===== src/rtl/cpu_acumulador_param_if.sv =====
// Input/output handshake bundle of the accumulator CPU core.
// The master modport is the core side; the slave modport is the producer/consumer side.
interface cpu_acumulador_param_if #(
  parameter int WIDTH = 5
);
  logic [WIDTH-1:0] entrada;
  logic             entrada_valid;
  logic             entrada_ready;
  logic [WIDTH-1:0] saida;
  logic             saida_valid;
  logic             saida_ready;

  modport master (
    input  entrada, entrada_valid, saida_ready,
    output entrada_ready, saida, saida_valid
  );

  modport slave (
    output entrada, entrada_valid, saida_ready,
    input  entrada_ready, saida, saida_valid
  );
endinterface


===== src/rtl/cpu_acumulador_param.sv =====
// Parametrised accumulator CPU: X operand, Y accumulator, Z output register,
// fetch/decode/execute controller with valid/ready input and output ports.
module cpu_acumulador_param #(
  parameter int WIDTH  = 5,
  parameter int ADDR_W = 4
) (
  input  logic                clock,
  input  logic                reset,
  input  logic                run,
  output logic [ADDR_W-1:0]   pc,
  input  logic [WIDTH+3:0]    instr,
  cpu_acumulador_param_if.master io,
  output logic [WIDTH-1:0]    acumulador,
  output logic [WIDTH-1:0]    reg_x,
  output logic                carry,
  output logic                zero,
  output logic [2:0]          estado,
  output logic                halted
);

  localparam logic [2:0] IDLE     = 3'd0;
  localparam logic [2:0] FETCH    = 3'd1;
  localparam logic [2:0] DECODE   = 3'd2;
  localparam logic [2:0] EXEC     = 3'd3;
  localparam logic [2:0] WAIT_IN  = 3'd4;
  localparam logic [2:0] WAIT_OUT = 3'd5;
  localparam logic [2:0] HALT     = 3'd6;

  localparam logic [3:0] OP_NOP  = 4'h0;
  localparam logic [3:0] OP_LDI  = 4'h1;
  localparam logic [3:0] OP_IN   = 4'h2;
  localparam logic [3:0] OP_ADD  = 4'h3;
  localparam logic [3:0] OP_SUB  = 4'h4;
  localparam logic [3:0] OP_AND  = 4'h5;
  localparam logic [3:0] OP_OR   = 4'h6;
  localparam logic [3:0] OP_XOR  = 4'h7;
  localparam logic [3:0] OP_NOT  = 4'h8;
  localparam logic [3:0] OP_SHL  = 4'h9;
  localparam logic [3:0] OP_SHR  = 4'hA;
  localparam logic [3:0] OP_MOVY = 4'hB;
  localparam logic [3:0] OP_OUT  = 4'hC;
  localparam logic [3:0] OP_JMP  = 4'hD;
  localparam logic [3:0] OP_JZ   = 4'hE;
  localparam logic [3:0] OP_HLT  = 4'hF;

  logic [2:0]        state;
  logic [WIDTH+3:0]  ir;
  logic [WIDTH-1:0]  x, y, z;
  logic              saida_valid_q;

  logic [3:0]        op;
  logic [WIDTH-1:0]  imm;
  logic [ADDR_W-1:0] pc_inc;
  logic [ADDR_W-1:0] target;
  logic [WIDTH:0]    sum, diff;

  logic [WIDTH-1:0]  alu_y;
  logic              alu_c;
  logic              alu_we;

  assign op     = ir[WIDTH+3:WIDTH];
  assign imm    = ir[WIDTH-1:0];
  assign pc_inc = pc + ADDR_W'(1);
  assign target = imm[ADDR_W-1:0];
  assign sum    = {1'b0, y} + {1'b0, x};
  // The extra top bit of the widened difference is the borrow (Y < X).
  assign diff   = {1'b0, y} - {1'b0, x};

  always_comb begin
    alu_y  = y;
    alu_c  = carry;
    alu_we = 1'b0;
    case (op)
      OP_ADD:  begin alu_y = sum[WIDTH-1:0];  alu_c = sum[WIDTH];  alu_we = 1'b1; end
      OP_SUB:  begin alu_y = diff[WIDTH-1:0]; alu_c = diff[WIDTH]; alu_we = 1'b1; end
      OP_AND:  begin alu_y = y & x;           alu_we = 1'b1; end
      OP_OR:   begin alu_y = y | x;           alu_we = 1'b1; end
      OP_XOR:  begin alu_y = y ^ x;           alu_we = 1'b1; end
      OP_NOT:  begin alu_y = ~y;              alu_we = 1'b1; end
      OP_SHL:  begin alu_y = y << 1; alu_c = y[WIDTH-1]; alu_we = 1'b1; end
      OP_SHR:  begin alu_y = y >> 1; alu_c = y[0];       alu_we = 1'b1; end
      OP_MOVY: begin alu_y = x;               alu_we = 1'b1; end
      default: ;
    endcase
  end

  always_ff @(posedge clock or posedge reset) begin
    if (reset) begin
      state         <= IDLE;
      pc            <= '0;
      ir            <= '0;
      x             <= '0;
      y             <= '0;
      z             <= '0;
      carry         <= 1'b0;
      zero          <= 1'b0;
      saida_valid_q <= 1'b0;
    end else begin
      case (state)
        IDLE: if (run) state <= FETCH;
        FETCH: state <= DECODE;
        DECODE: begin
          ir    <= instr;
          state <= EXEC;
        end
        EXEC: begin
          state <= FETCH;
          pc    <= pc_inc;
          if (alu_we) begin
            y     <= alu_y;
            carry <= alu_c;
            zero  <= (alu_y == '0);
          end
          // Waiting and halting opcodes hold pc; the wait states advance it on completion.
          case (op)
            OP_LDI: x <= imm;
            OP_IN: begin
              state <= WAIT_IN;
              pc    <= pc;
            end
            OP_OUT: begin
              z             <= y;
              saida_valid_q <= 1'b1;
              state         <= WAIT_OUT;
              pc            <= pc;
            end
            OP_JMP: pc <= target;
            OP_JZ:  if (zero) pc <= target;
            OP_HLT: begin
              state <= HALT;
              pc    <= pc;
            end
            default: ;
          endcase
        end
        WAIT_IN: if (io.entrada_valid) begin
          x     <= io.entrada;
          pc    <= pc_inc;
          state <= FETCH;
        end
        WAIT_OUT: if (io.saida_ready) begin
          saida_valid_q <= 1'b0;
          pc            <= pc_inc;
          state         <= FETCH;
        end
        HALT: if (run) begin
          pc    <= '0;
          state <= FETCH;
        end
        default: state <= IDLE;
      endcase
    end
  end

  assign io.entrada_ready = (state == WAIT_IN);
  assign io.saida         = z;
  assign io.saida_valid   = saida_valid_q;
  assign acumulador       = y;
  assign reg_x            = x;
  assign estado           = state;
  assign halted           = (state == HALT);

endmodule


===== src/flat_wrapper.sv =====
// flat-port wrapper written by rule: the top's interface ports become plain ports
module cpu_acumulador_param_flat 
#(
  parameter int WIDTH  = 5,
  parameter int ADDR_W = 4
)
  (clock, reset, run, pc, instr, acumulador, reg_x, carry, zero, estado, halted, io_entrada, io_entrada_valid, io_saida_ready, io_entrada_ready, io_saida, io_saida_valid);
  cpu_acumulador_param_if #(.WIDTH(WIDTH)) io_i ();
  input  logic clock;
  input  logic reset;
  input  logic run;
  output logic [ADDR_W-1:0] pc;
  input  logic [WIDTH+3:0] instr;
  output logic [WIDTH-1:0] acumulador;
  output logic [WIDTH-1:0] reg_x;
  output logic carry;
  output logic zero;
  output logic [2:0] estado;
  output logic halted;
  input wire logic [$bits(io_i.entrada)-1:0] io_entrada;
  input wire logic [$bits(io_i.entrada_valid)-1:0] io_entrada_valid;
  input wire logic [$bits(io_i.saida_ready)-1:0] io_saida_ready;
  output wire logic [$bits(io_i.entrada_ready)-1:0] io_entrada_ready;
  output wire logic [$bits(io_i.saida)-1:0] io_saida;
  output wire logic [$bits(io_i.saida_valid)-1:0] io_saida_valid;
  assign io_i.entrada = io_entrada;
  assign io_i.entrada_valid = io_entrada_valid;
  assign io_i.saida_ready = io_saida_ready;
  assign io_entrada_ready = io_i.entrada_ready;
  assign io_saida = io_i.saida;
  assign io_saida_valid = io_i.saida_valid;
  cpu_acumulador_param #(.WIDTH(WIDTH), .ADDR_W(ADDR_W)) u_core (.clock(clock), .reset(reset), .run(run), .pc(pc), .instr(instr), .io(io_i), .acumulador(acumulador), .reg_x(reg_x), .carry(carry), .zero(zero), .estado(estado), .halted(halted));
endmodule

===== config.mk =====
export PLATFORM = sky130hd
export DESIGN_NAME = cpu_acumulador_param_flat
export DESIGN_NICKNAME = d
export VERILOG_FILES = /design/src/rtl/cpu_acumulador_param_if.sv /design/src/rtl/cpu_acumulador_param.sv /design/src/flat_wrapper.sv
export SDC_FILE = /design/constraint.sdc
export NUM_CORES = 1
export LEC_CHECK = 0
export ABC_AREA = 1
export ABC_CLOCK_PERIOD_IN_PS = 3600
export CORE_UTILIZATION = 58
export CTS_CLUSTER_SIZE = 30
export DETAILED_ROUTE_END_ITERATION = 10
export PLACE_DENSITY = 0.95
export SKIP_CTS_REPAIR_TIMING = 1
export SLEW_MARGIN = 30
export SYNTH_ARGS = -nofsm -noshare
export SYNTH_HDL_FRONTEND = slang
export SYNTH_SLANG_ARGS = --single-unit
export TNS_END_PERCENT = 20

===== constraint.sdc =====
create_clock -name clock -period 3.6 [get_ports clock]
set_clock_uncertainty 0.1 [all_clocks]
set_input_delay 0.54 -clock clock [delete_from_list [all_inputs] [get_ports clock]]
set_output_delay 0.54 -clock clock [all_outputs]
set_load 0.02 [all_outputs]

Word-level counts from Yosys, hierarchy flattened
Cells that the tools add are included.
{"block": "totals", "ff_bits": 34, "wordCells": 80, "in_bits": 19, "output_inout_bits": 27}
{"block": "op_classes", "reduce_logical": 16, "muxes": 20, "bitwise_logic": 4, "n_eq_ne": 28, "addsub": 3}
{"cell": "$pmux W5 S9", "n": 1}
{"cell": "$eq A4 B4 Y1 const B", "n": 8}
{"cell": "$pmux W3 S6", "n": 1}
{"cell": "$eq A4 B3 Y1 const B", "n": 4}
{"cell": "$mux W4", "n": 4}
{"cell": "$pmux W4 S4", "n": 1}
{"cell": "$ne A2 B2 Y1 const B", "n": 6}
{"cell": "$pmux W4 S3", "n": 1}
{"cell": "$reduce_and A3 Y1", "n": 4}
{"cell": "$mux W5", "n": 2}
{"cell": "$pmux W5 S2", "n": 1}
{"cell": "$eq A3 B3 Y1 const B", "n": 3}
{"cell": "$mux W3", "n": 3}
{"cell": "$pmux W3 S3", "n": 1}
{"cell": "$reduce_or A9 Y1", "n": 1}
{"cell": "$eq A4 B2 Y1 const B", "n": 2}
{"cell": "$reduce_bool A4 Y1", "n": 2}
{"cell": "$add A5 B5 Y6", "n": 1}
{"cell": "$eq A3 B2 Y1 const B", "n": 2}
{"cell": "$sub A5 B5 Y6", "n": 1}
{"cell": "$and A5 B5 Y5", "n": 1}
{"cell": "$logic_not A5 Y1", "n": 1}
{"cell": "$not A5 Y5", "n": 1}
{"cell": "$or A5 B5 Y5", "n": 1}
{"cell": "14 further kinds", "n": 18}

Longest topological paths before layout
Gate-level depths: netlist of run 1.
{"block": "logic_depth", "depth_word": 4, "ltp_mapped": 14, "mapped_depth_nobuf": 14}

Worst setup path before layout of run 1
OpenSTA, ideal clock, no wires.
{"block": "synth_path", "kind": "register to register", "startpoint": "reg u_core.y[0] (netlist: u_core.acumulador[0])", "endpoint": "reg u_core.zero", "required_ps": 3435, "setup_slack_ps": 1512, "synth_period_minus_slack_ps": 2088, "stages_incl_launch_ff": 14, "t_arrival_ps": 1923, "setup_time_ps": 65, "path_buffers": 0, "path_cell_list": "dfrtp_1 -> inv_1 -> ha_1 -> fa_1 -> inv_1 -> nand3_1 -> nand2_1 -> nor2_1 -> nand3_1 -> nand2_1 -> nand2_1 -> nor2_1 -> nand3_1 -> nand2_1"}
{"block": "synth_between", "elab_chain_cells": 3, "word_cells_on_any_way": 8, "classes_between": "add/sub (2); mux (1); bitwise (4); reduce/logical (1)"}
{"item": "from (decl)", "line_no": "cpu_acumulador_param.sv:48", "source": "logic [WIDTH-1:0] x, y, z;"}
{"item": "from (signal assigned)", "line_no": "cpu_acumulador_param.sv:110", "source": "y <= alu_y;"}
{"item": "$sub A5 B5 Y6, or another cell as far along", "line_no": "cpu_acumulador_param.sv:67", "source": "assign diff = {1'b0, y} - {1'b0, x};"}
{"item": "$pmux W5 S9 (*)", "line_no": "cpu_acumulador_param.sv:73", "source": "case (op)"}
{"item": "$logic_not A5 Y1 (*)", "line_no": "cpu_acumulador_param.sv:112", "source": "zero <= (alu_y == '0);"}
{"item": "to (signal assigned)", "line_no": "cpu_acumulador_param.sv:112"}
{"item": "to (decl)", "line_no": "cpu_acumulador_param.sv:16", "source": "output logic zero,"}
Mark *: on every way between the ends. The rest lies on a longest branch, timed or not.
A chain may end at the register's enable or synchronous reset.

Worst setup path in the final report of run 1
{"block": "layout_path", "startpoint": "reg u_core.state[2] (netlist: u_core.estado[2])", "endpoint": "out io_entrada_ready"}
{"block": "layout_between", "elab_chain_cells": 1}
{"item": "from (decl)", "line_no": "cpu_acumulador_param.sv:46", "source": "logic [2:0] state;"}
{"item": "from (signal assigned)", "line_no": "cpu_acumulador_param.sv:89", "source": "state <= IDLE;"}
{"item": "from (signal assigned)", "line_no": "cpu_acumulador_param.sv:100", "source": "IDLE: if (run) state <= FETCH;"}
{"item": "from (signal assigned)", "line_no": "cpu_acumulador_param.sv:101", "source": "FETCH: state <= DECODE;"}
{"item": "$eq A3 B3 Y1", "line_no": "cpu_acumulador_param.sv:155", "source": "assign io.entrada_ready = (state == WAIT_IN);"}
{"item": "to (decl)", "line_no": "flat_wrapper.sv:23", "source": "output wire logic [$bits(io_i.entrada_ready)-1:0] io_entrada_ready;"}
Every way passes these cells.

==> summary.md, run 1 <==
| Metric | Value |
|---|---|
| Final Setup Violations | `0` |
| I/O pin cnt | `46` |
| CTS tree | `done` |
| Worst Slack Setup Final | `0.9805 ns` |
| Status | `finished clean` |
| Die width | `around 69 um` |
| Hpwl dp | `around 5500 um` |
| Clock slew at reported path FFs | `0.08 ns` |
| Clock sinks | `34` |
| Total CTS buffers | `5` |
| Synth cell types | `28` |
| Peak supply drop | `598.4 uV` |
| Sequential fraction of the synthesis area | `32.55%` |
| Critical path type | `register to output port` |
| Cell taking the most area after synthesis | `dfrtp_1` |
| Synth top cells by count | `nand2_1 (102), inv_1 (50), nor2_1 (40), nand3_1 (39), dfrtp_1 (34)` |
| Dpl ws | `roughly 1.3 ns` |
| Ant. Diodes | `0` |
| Setup TNS | `0 ns` |
| Clock Tree Root | `clkbuf_8` |
| FF-to-FF path depth | `13` |
| Highest clock rate | `0.3818 GHz` |
| First-pass GRT wire length | `between 10,000 and 15,000 um` |
| Mapped Area | `0.002614 mm2` |
| Hold WC Path Type | `register to register` |
| Slew Limit Fails | `0` |
| Cell chain of the critical path | `inv_2, nor3_4, clkdlybuf4s50_1` |
| Synthesis-stage register bit count | `34` |
| DIE HEIGHT | `69.13 um` |
| Via density | `between 5 and 6` |
| GPL Wtd Cong | `0.9696` |
| RSZ-0062 raised after global routing | `no` |
| Final Hold Vio Count | `0` |
| Dominant cells by area after synthesis | `dfrtp_1 (33%), nand2_1 (15%), ha_1 (9.6%)` |
| WHS Path Cells | `2` |
| Drt pass-1 iters | `7` |
| Slew headroom | `63.92%` |
| Via count | `2,802` |
| Met2 Use GR | `a little under three fifths` |
| Post-detailed-route count of antenna-violating nets | `0` |
| Synth Flop Type | `dfrtp_1` |
| WHS | `0.3799 ns` |
| GR peak layer | `met2` |
| Slew @ Worst Pin | `0.5397 ns` |
| Reg2Reg Launch Point | `u_core.ir[8]` |
| Power per cell area | `1038 mW/mm2` |
| Total Nets Final | `462` |
| Fin crit period | `around 2.6 ns` |
| Static leakage | `1.618 nW` |
| GRT Overall Usage | `32.63%` |
| Startpoint Class | `register` |
| Clock buffer depth | `2` |
| Pin count of the biggest net entering global routing | `35` |
| Maximum fanout along the worst path | `9` |
| Htree depth | `2` |
| DRT iter0 DRCs | `approximately 290` |
| Worst Setup SP | `u_core.estado[2]` |
| Post-Synthesis Cells | `377` |
| M3 GR Usage | `6.433%` |
| Critical Path AT | `1.98 ns` |
| CP max stage delay | `0.69 ns` |
| Initial core utilization | `60.03%` |
| Avg WL per Cell | `15.70 um` |
| Worst path required time | `2.96 ns` |
| Startpoint of the worst hold path | `u_core.io.saida_valid` |
| Slowest CP cell | `clkdlybuf4s50_1` |
| Synth top area share | `32.55%` |
| Die ar. | `0.004779 mm2` |
| Critical Path End Type | `output port` |
| Ys async rst share | `100.0%` |
| Synth warn | `0` |
| Cell with the most instances after synthesis | `nand2_1` |
| Gr ovfl total | `0` |
| Rows | `24` |
| Post-route DRC | `0` |
| Vias in the first global route | `2,715` |
| GR Util met1 | `between 30% and 40%` |
| Area of the core | `0.004354 mm2` |
| Synth Area per Inst | `6.933 um2` |
| IO Port Bufs | `45` |
| Post-synth EDFFs | `0` |
| Final Cycle Share | `72.76%` |
| Number of max-cap violations | `0` |
| WL final | `7441 um` |
| Initial antenna violation count | `0` |
| Post-Syn Nets | `around 420` |
| Clock Latency Late Sink | `0.30 ns` |
| Area growth syn-to-layout | `22.31%` |
| Share of layout cells above drive strength 1 | `5.687%` |
[registers in the layout, indices dropped and copies added (netlist names)]
| register | flops |
|---|---|
| u_core.estado | 3 |
| u_core.zero | 1 |
| u_core.ir | 9 |
| u_core.pc | 4 |
| u_core.io.saida_valid | 1 |
| u_core.reg_x | 5 |
| u_core.acumulador | 5 |
| u_core.carry | 1 |
| u_core.io.saida | 5 |
[path summary, 6_finish.rpt]
path	endpoint	slack [ns]
min reg2reg	u_core.io.saida_valid	0.38
max	io_entrada_ready	0.98
min	u_core.io.saida_valid	0.38
max in group asynchronous	u_core.ir[7]	2.55
min in group asynchronous	u_core.io.saida[3]	0.53
max reg2reg	u_core.zero	1.28
[placed cells by master, fill, tap and decap left out, types with 3 or more instances in the layout]
cell / instances
a31oi_1: 6
dfrtp_1: 34
nor3_1: 3
nand2_1: 102
nor2_1: 40
nand4_1: 11
a21oi_1: 13
inv_1: 50
o21ai_0: 19
o211ai_1: 3
inv_2: 4
nand3_1: 39
clkdlybuf4s50_1: 45
clkbuf_8: 5
ha_1: 20
mux2_2: 4
o21ai_1: 5
[report_power, final]
group | leakage, nW | switching (W) | internal [W] | total (W)
clock network | 0.0514 | 0.000159 | 0.000207 | 0.000366
registers | 0.405 | 0.000269 | 0.000563 | 0.000833
logic | 1.16 | 0.00133 | 0.000791 | 0.00212
[cell type report]
cell class | instances | area, um2
repair buffers | 46 | 457.9
fillers | 335 | 1157
clock inverters | 2 | 37.54
clock buffers | 6 | 72.57
multi-input cells | 280 | 1510
flip-flops and latches | 34 | 850.8
inverters | 54 | 202.7
well taps | 52 | 65.06
[metal layers]
layer | vias up | part of all wire (%) | wire, um
li1 | 1307 | - | -
met1 | 1306 | 39 | 2913
met2 | 157 | 50 | 3701
met3 | 32 | 7.2 | 539
met4 | 0 | 3.8 | 286
met5 | - | 0 | 0
[worst max-delay path: cells and delay by family, from the launching register on]
kind	cells	cell delay, ns
buffers and inverters	2	0.80
AND/OR/NAND/NOR	1	0.35
flip-flops	1	0.54
[metrics by stage]
step           cells  cell area (um2)  power (W)  utilization [%]
4_1_cts          474             3197   0.003282            73.42
2_1_floorplan    377             2614   0.002232                -
3_3_place_gp     466             3087   0.002828            70.89
6_report         474             3197   0.003320            73.42
5_1_grt          474             3197   0.003586            73.42
3_5_place_dp     466             3087   0.002900            70.89
[kinds of logic (layout without fill, tap and decap cells)]
kind of cell	after synthesis	after routing	share of synthesized area, %
XOR/XNOR	2	2	0.6703
adder cells (fa/ha/maj)	22	22	11.11
buffers and inverters	63	108	9.669
AO/OA/AOI/OAI	50	50	10.82
AND/OR/NAND/NOR	202	202	33.46
flip-flops	34	34	32.55
multiplexers	4	4	1.723
Power figures use the tool's default switching activity.
==> inputs of run 2 (changes only) <==
--- a/config.mk
+++ b/config.mk
@@ -6,11 +6,11 @@
 export NUM_CORES = 1
 export LEC_CHECK = 0
 export ABC_AREA = 1
-export ABC_CLOCK_PERIOD_IN_PS = 3600
-export CORE_UTILIZATION = 58
+export ABC_CLOCK_PERIOD_IN_PS = 2480
+export CORE_UTILIZATION = 53
 export CTS_CLUSTER_SIZE = 30
 export DETAILED_ROUTE_END_ITERATION = 10
-export PLACE_DENSITY = 0.95
+export PLACE_DENSITY = 0.9
 export SKIP_CTS_REPAIR_TIMING = 1
 export SLEW_MARGIN = 30
 export SYNTH_ARGS = -nofsm -noshare
==> constraint.sdc (replaced) <==
create_clock -name clock -period 2.48 [get_ports clock]
set_clock_uncertainty 0.1 [all_clocks]
set_input_delay 0.372 -clock clock [delete_from_list [all_inputs] [get_ports clock]]
set_output_delay 0.372 -clock clock [all_outputs]
set_load 0.02 [all_outputs]
==> run 2 against run 1 <==
Clock power grew 13%. Worst hold slack lost 0.0037 ns. Setup slack got worse by 0.71 ns. Via count is 3.0% lower. Final cell count is 3.8% higher. Wire length down 1.8%. Sequential cell count unchanged. Global-route usage down 1.7 points. Total power is 43% higher.
==> summary.md, run 2 (synthesized netlist as in run 1, its figures left out) <==
| Metric | Value |
|---|---|
| Status | `finished clean` |
| Static leakage | `1.635 nW (+1.1%)` |
| Vias in the first global route | `2,659 (-2.1%)` |
| Htree depth | `2 (unchanged)` |
| Ant. Diodes | `0 (unchanged)` |
| Gr ovfl total | `0 (unchanged)` |
| RSZ-0062 raised after global routing | `no` |
| Most frequent cells in the layout | `nand2_1 (102), inv_1 (50), clkdlybuf4s50_1 (45)` |
| Final Cycle Share | `89.03%` |
| WHS | `0.3761 ns (-0.003745 ns)` |
| Power per cell area | `1467 mW/mm2 (+41%)` |
| Slew @ Worst Pin | `0.5943 ns (+0.05464 ns)` |
| Worst path required time | `2.01 ns (-0.95 ns)` |
| Drt pass-1 iters | `5 (-2)` |
| GRT Overall Usage | `30.91% (-1.7 points)` |
| DIE HEIGHT | `72.23 um (+4.5%)` |
| CTS tree | `done` |
| Total Nets Final | `467 (+1.1%)` |
| Post-route DRC | `0 (unchanged)` |
| Slew Limit Fails | `0 (unchanged)` |
| Hpwl dp | `5579 um (+0.86%)` |
| Total power | `0.004733 W (+43%)` |
| WL final | `7308 um (-1.8%)` |
| Highest clock rate | `0.4529 GHz` |
| Clock buffer depth | `2 (unchanged)` |
| IO Port Bufs | `45 (unchanged)` |
| Cell chain of the critical path | `inv_1, nand3_1, inv_1, clkdlybuf4s50_1` |
| Clock Latency Late Sink | `0.29 ns (about the same)` |
| Avg WL per Cell | `14.85 um (-5.4%)` |
| Maximum fanout along the worst path | `8 (-1)` |
| Critical path type | `register to output port` |
| Hold WC Path Type | `input pin to asynchronous set/reset pin` |
| Rows | `25 (+4.2%)` |
| Critical Path AT | `1.74 ns (-0.24 ns)` |
| Final Hold Vio Count | `0 (unchanged)` |
| Fin crit period | `2.208 ns` |
| Non-Filler Instances | `492 (+3.8%)` |
| Total CTS buffers | `5 (unchanged)` |
| DRT iter0 DRCs | `296 (+3.1%)` |
| Number of max-cap violations | `0 (unchanged)` |
| Startpoint Class | `register` |
| Largest Register | `u_core.ir` |
| Initial core utilization | `55.34% (-4.7 points)` |
| Slowest CP cell | `clkdlybuf4s50_1` |
| Placed insts | `486 (+4.3%)` |
| Max FFs per register | `9 (unchanged)` |
| Commonest non-fill, non-tap cell in the layout | `nand2_1` |
| Post-detailed-route count of antenna-violating nets | `0 (unchanged)` |
| Setup TNS | `0 ns (unchanged)` |
| Clock slew at reported path FFs | `0.07 ns (about the same)` |
| Share of layout cells above drive strength 1 | `6.588% (+0.90 points)` |
| CP max stage delay | `0.59 ns (-0.10 ns)` |
| Initial antenna violation count | `0 (unchanged)` |
| Peak supply drop | `879.4 uV (+47%)` |
| Clock Tree Root | `clkbuf_8` |
| Die ar. | `0.005216 mm2 (+9.2%)` |
| Area growth syn-to-layout | `23.41%` |
| Pin count of the biggest net entering global routing | `35 (unchanged)` |
| GPL Wtd Cong | `1.003 (+3.5%)` |
| I/O pin cnt | `46 (unchanged)` |
| Final Setup Violations | `0 (unchanged)` |
| Area of the core | `0.004723 mm2 (+8.5%)` |
| Critical path's most frequent cell | `inv_1` |
| Utilization after layout | `68.29% (-5.1 points)` |
| Via density | `5.522 (-6.6%)` |
| Die width | `72.23 um (+4.5%)` |
| Via count | `2,717 (-3.0%)` |
| First-pass GRT wire length | `12,450 um (+0.67%)` |
| Slew headroom | `60.27% (-3.7 points)` |
| Clock sinks | `34 (unchanged)` |
| Critical Path End Type | `output port` |
run 2: through the flow:
stage               worst slack (ns)  instance area [um2]
finish                        0.2721                 3226
global route                  0.1326                 3226
CTS                           0.2644                 3226
detailed placement            0.3354                 3143
global placement              0.3791                 3143
floorplan                     0.3923                 2614
run 2: routing by layer:
metal	GRT usage [%]	wire [um]	vias to the layer above
met5	0	0	-
met4	14.16	234	0
met3	5.417	432	21
met2	52.86	3607	114
met1	38.05	3033	1265
li1	-	-	1317
run 2: power by group:
group	total (W)	switching, W	internal, W
clock	0.000413	0.000199	0.000214
sequential	0.00118	0.000358	0.000819
combinational	0.00314	0.00195	0.00119
total	0.00473	0.00251	0.00222
run 2: cell type report:
type | instances | area, um2
tap | 67 | 83.83
clock buffer | 6 | 82.58
fill | 430 | 1498
multi-input combinational | 280 | 1510
inverter | 54 | 202.7
timing repair buffer | 51 | 495.5
sequential | 34 | 850.8
run 2: worst max-delay path, delay by kind of cell (launching register included):
kind          cells  cell delay, ns
buf+inv           3            0.81
flops             1            0.48
simple gates      1            0.14
run 2: worst paths after layout:
path / start / endpoint / slack, ns / cells past startpoint
setup / recovery: u_core.estado[0] / halted / 0.27 / 4
setup reg to reg: u_core.acumulador[0] / u_core.zero / 0.30 / 14
max in group asynchronous: reset / u_core.ir[3] / 1.57 / 3
min in group clock: u_core.io.saida_valid / u_core.io.saida_valid / 0.38 / 2
hold reg to reg: u_core.io.saida_valid / u_core.io.saida_valid / 0.38 / 2
hold / removal: reset / u_core.acumulador[1] / 0.38 / 3
==> inputs of run 3 (changes only) <==
--- a/config.mk
+++ b/config.mk
@@ -10,6 +10,7 @@
 export CORE_UTILIZATION = 53
 export CTS_CLUSTER_SIZE = 30
 export DETAILED_ROUTE_END_ITERATION = 10
+export MAX_ROUTING_LAYER = met4
 export PLACE_DENSITY = 0.9
 export SKIP_CTS_REPAIR_TIMING = 1
 export SLEW_MARGIN = 30
==> run 3 against run 2 <==
Largest power group unchanged. Highest routed layer unchanged. Via count down 1.4%. Final area hardly changed. Sequential power barely moved. Sequential cell count stayed put. Largest cell class unchanged. Critical endpoint is now io_entrada_ready. Setup slack worse by 0.034 ns.
==> summary.md, run 3 (synthesized netlist as in run 1, its figures left out) <==
| Metric | Value |
|---|---|
| Commonest non-fill, non-tap cell in the layout | `nand2_1` |
| DIE HEIGHT | `72.23 um (unchanged)` |
| WP buf/inv | `2 (-1)` |
| Critical Path AT | `1.77 ns (+0.03 ns)` |
| Clock Latency Late Sink | `0.29 ns (about the same)` |
| GPL Wtd Cong | `1.046 (+4.2%)` |
| Avg WL per Cell | `14.51 um (-2.3%)` |
| Highest clock rate | `0.4461 GHz (-1.5%)` |
| Slowest CP cell | `clkdlybuf4s50_1` |
| Utilization after layout | `68.32% (about the same)` |
| Largest Register | `u_core.ir` |
| Critical path type | `register to output port` |
| Peak supply drop | `775.6 uV (-12%)` |
| Clock power frac | `9.2% (+0.5 points)` |
| Number of max-cap violations | `0 (unchanged)` |
| CP max stage delay | `0.64 ns (+0.05 ns)` |
| Status | `finished clean` |
| Fill cells | `415 (-3.5%)` |
| Pin count of the biggest net entering global routing | `35 (unchanged)` |
| Comb power frac | `65.8% (-0.6 points)` |
| Post-detailed-route count of antenna-violating nets | `0 (unchanged)` |
| GRT Overall Usage | `31.05% (+0.13 points)` |
| CTS tree | `done` |
| Clock sinks | `34 (unchanged)` |
| Total CTS buffers | `5 (unchanged)` |
| WHS | `0.3717 ns (-0.004386 ns)` |
| Via density | `5.436 (-1.6%)` |
| DRT iter0 DRCs | `252 (-15%)` |
| Footprint of the multi-input gates | `0.001510 mm2 (unchanged)` |
| Clock buffer depth | `2 (unchanged)` |
| Dpl cell area | `0.003136 mm2 (-0.24%)` |
| Slew Limit Fails | `0 (unchanged)` |
| Die ar. | `0.005216 mm2 (unchanged)` |
| Psw | `0.002477 W (-1.4%)` |
| IO Port Bufs | `45 (unchanged)` |
| Initial core utilization | `55.34% (unchanged)` |
| Static leakage | `1.634 nW (about the same)` |
| RSZ-0062 raised after global routing | `no` |
| Final Hold Vio Count | `0 (unchanged)` |
| Rows | `25 (unchanged)` |
| Slew headroom | `62.94% (+2.7 points)` |
| Cell chain of the critical path | `inv_2, nor3_4, clkdlybuf4s50_1` |
| Crit-path leading delay family | `buffers and inverters` |
| Fin area | `0.003227 mm2 (about the same)` |
| Most frequent cells in the layout | `nand2_1 (102), inv_1 (50), clkdlybuf4s50_1 (45)` |
| Clock Tree Root | `clkbuf_8` |
| Max FFs per register | `9 (unchanged)` |
| First-pass GRT wire length | `11,900 um (-4.5%)` |
| Maximum fanout along the worst path | `9 (+1)` |
| Total Nets Final | `466 (-0.21%)` |
| Power per cell area | `1455 mW/mm2 (-0.83%)` |
| Critical Path End Type | `output port` |
| Gr ovfl total | `0 (unchanged)` |
| Final Cycle Share | `90.39% (+1.4 points)` |
| Htree depth | `2 (unchanged)` |
| Share of power burned in registers | `25.0% (about the same)` |
| Area of the core | `0.004723 mm2 (unchanged)` |
| Via count | `2,680 (-1.4%)` |
| Share of layout cells above drive strength 1 | `6.573% (-0.015 points)` |
| Ant. Diodes | `0 (unchanged)` |
| I/O pin cnt | `46 (unchanged)` |
| Post-route DRC | `0 (unchanged)` |
| Drt pass-1 iters | `5 (unchanged)` |
| Die width | `72.23 um (unchanged)` |
| Area growth syn-to-layout | `23.46% (about the same)` |
| Initial antenna violation count | `0 (unchanged)` |
| Clock slew at reported path FFs | `0.07 ns (about the same)` |
| Startpoint Class | `register` |
| Vias in the first global route | `2,461 (-7.4%)` |
| Setup TNS | `0 ns (unchanged)` |
| FF/Latch Area | `850.8 um2 (unchanged)` |
| Pint | `0.002219 W (about the same)` |
| Hold WC Path Type | `input pin to asynchronous set/reset pin` |
| WL final | `7154 um (-2.1%)` |
| Fin crit period | `2.242 ns (+0.03376 ns)` |
| Slew @ Worst Pin | `0.5544 ns (-0.03996 ns)` |
| Hpwl dp | `5521 um (-1.0%)` |
| Switching share of power | `52.75% (-0.33 points)` |
| Final Setup Violations | `0 (unchanged)` |
| Worst path required time | `2.01 ns (about the same)` |
run 3: cell count changes in the layout (fill, tap and decap cells not counted):
cell	change
clkbuf_1	+1
clkinv_2	+1
buf_4	-1
run 3: power by group through the flow:
stage | clock [W] | sequential, W | combinational, W
finish | 0.000432 | 0.00118 | 0.00309
global route | 0.000456 | 0.00122 | 0.00347
CTS | 0.000437 | 0.00117 | 0.00307
detailed placement | 0 | 0.00118 | 0.00305
global placement | 0 | 0.00117 | 0.00302
floorplan | 0 | 0.00127 | 0.00197
run 3: layer usage:
layer | routed length (um) | up-vias | track usage [%]
met1 | 2943 | 1225 | 38.80
li1 | - | 1316 | -
met3 | 467 | 13 | 3.889
met4 | 138 | 0 | 9.586
met2 | 3605 | 126 | 52.54
met5 | 0 | - | -
run 3: layout make-up:
type / count / share of cell area (%)
tap: 67 / 2.598
inverter: 54 / 6.282
clock buffer: 7 / 2.675
clock inverter: 1 / 0.1551
sequential: 34 / 26.37
multi-input combinational: 280 / 46.80
timing repair buffer: 50 / 15.12
run 3: per-stage QoR:
stage | worst slack (ns) | cells | power, W
after floorplan | 0.3923 | 377 | 0.003241
after global placement | 0.3536 | 485 | 0.004189
after detailed placement | 0.3078 | 485 | 0.004223
after CTS | 0.2560 | 493 | 0.004674
after global routing | 0.1053 | 493 | 0.005144
final | 0.2383 | 493 | 0.004695
run 3: worst reg2reg max path, delay by kind of cell, from the launching register on:
kind / cells / cell delay [ns]
adder cells (fa/ha/maj): 2 / 0.75
buffers and inverters: 2 / 0.17
AND/OR/NAND/NOR: 9 / 0.67
flip-flops: 1 / 0.44
run 3: path summary, 6_finish.rpt:
path,from,end,slack [ns],cells after the start
max in group asynchronous,reset,u_core.ir[2],1.58,3
min,reset,u_core.io.saida[2],0.37,3
max,u_core.estado[2],io_entrada_ready,0.24,3
min reg2reg,u_core.io.saida[1],u_core.io.saida[1],0.38,2
min in group clock,u_core.io.saida[1],u_core.io.saida[1],0.38,2
max reg2reg,u_core.acumulador[0],u_core.zero,0.29,13
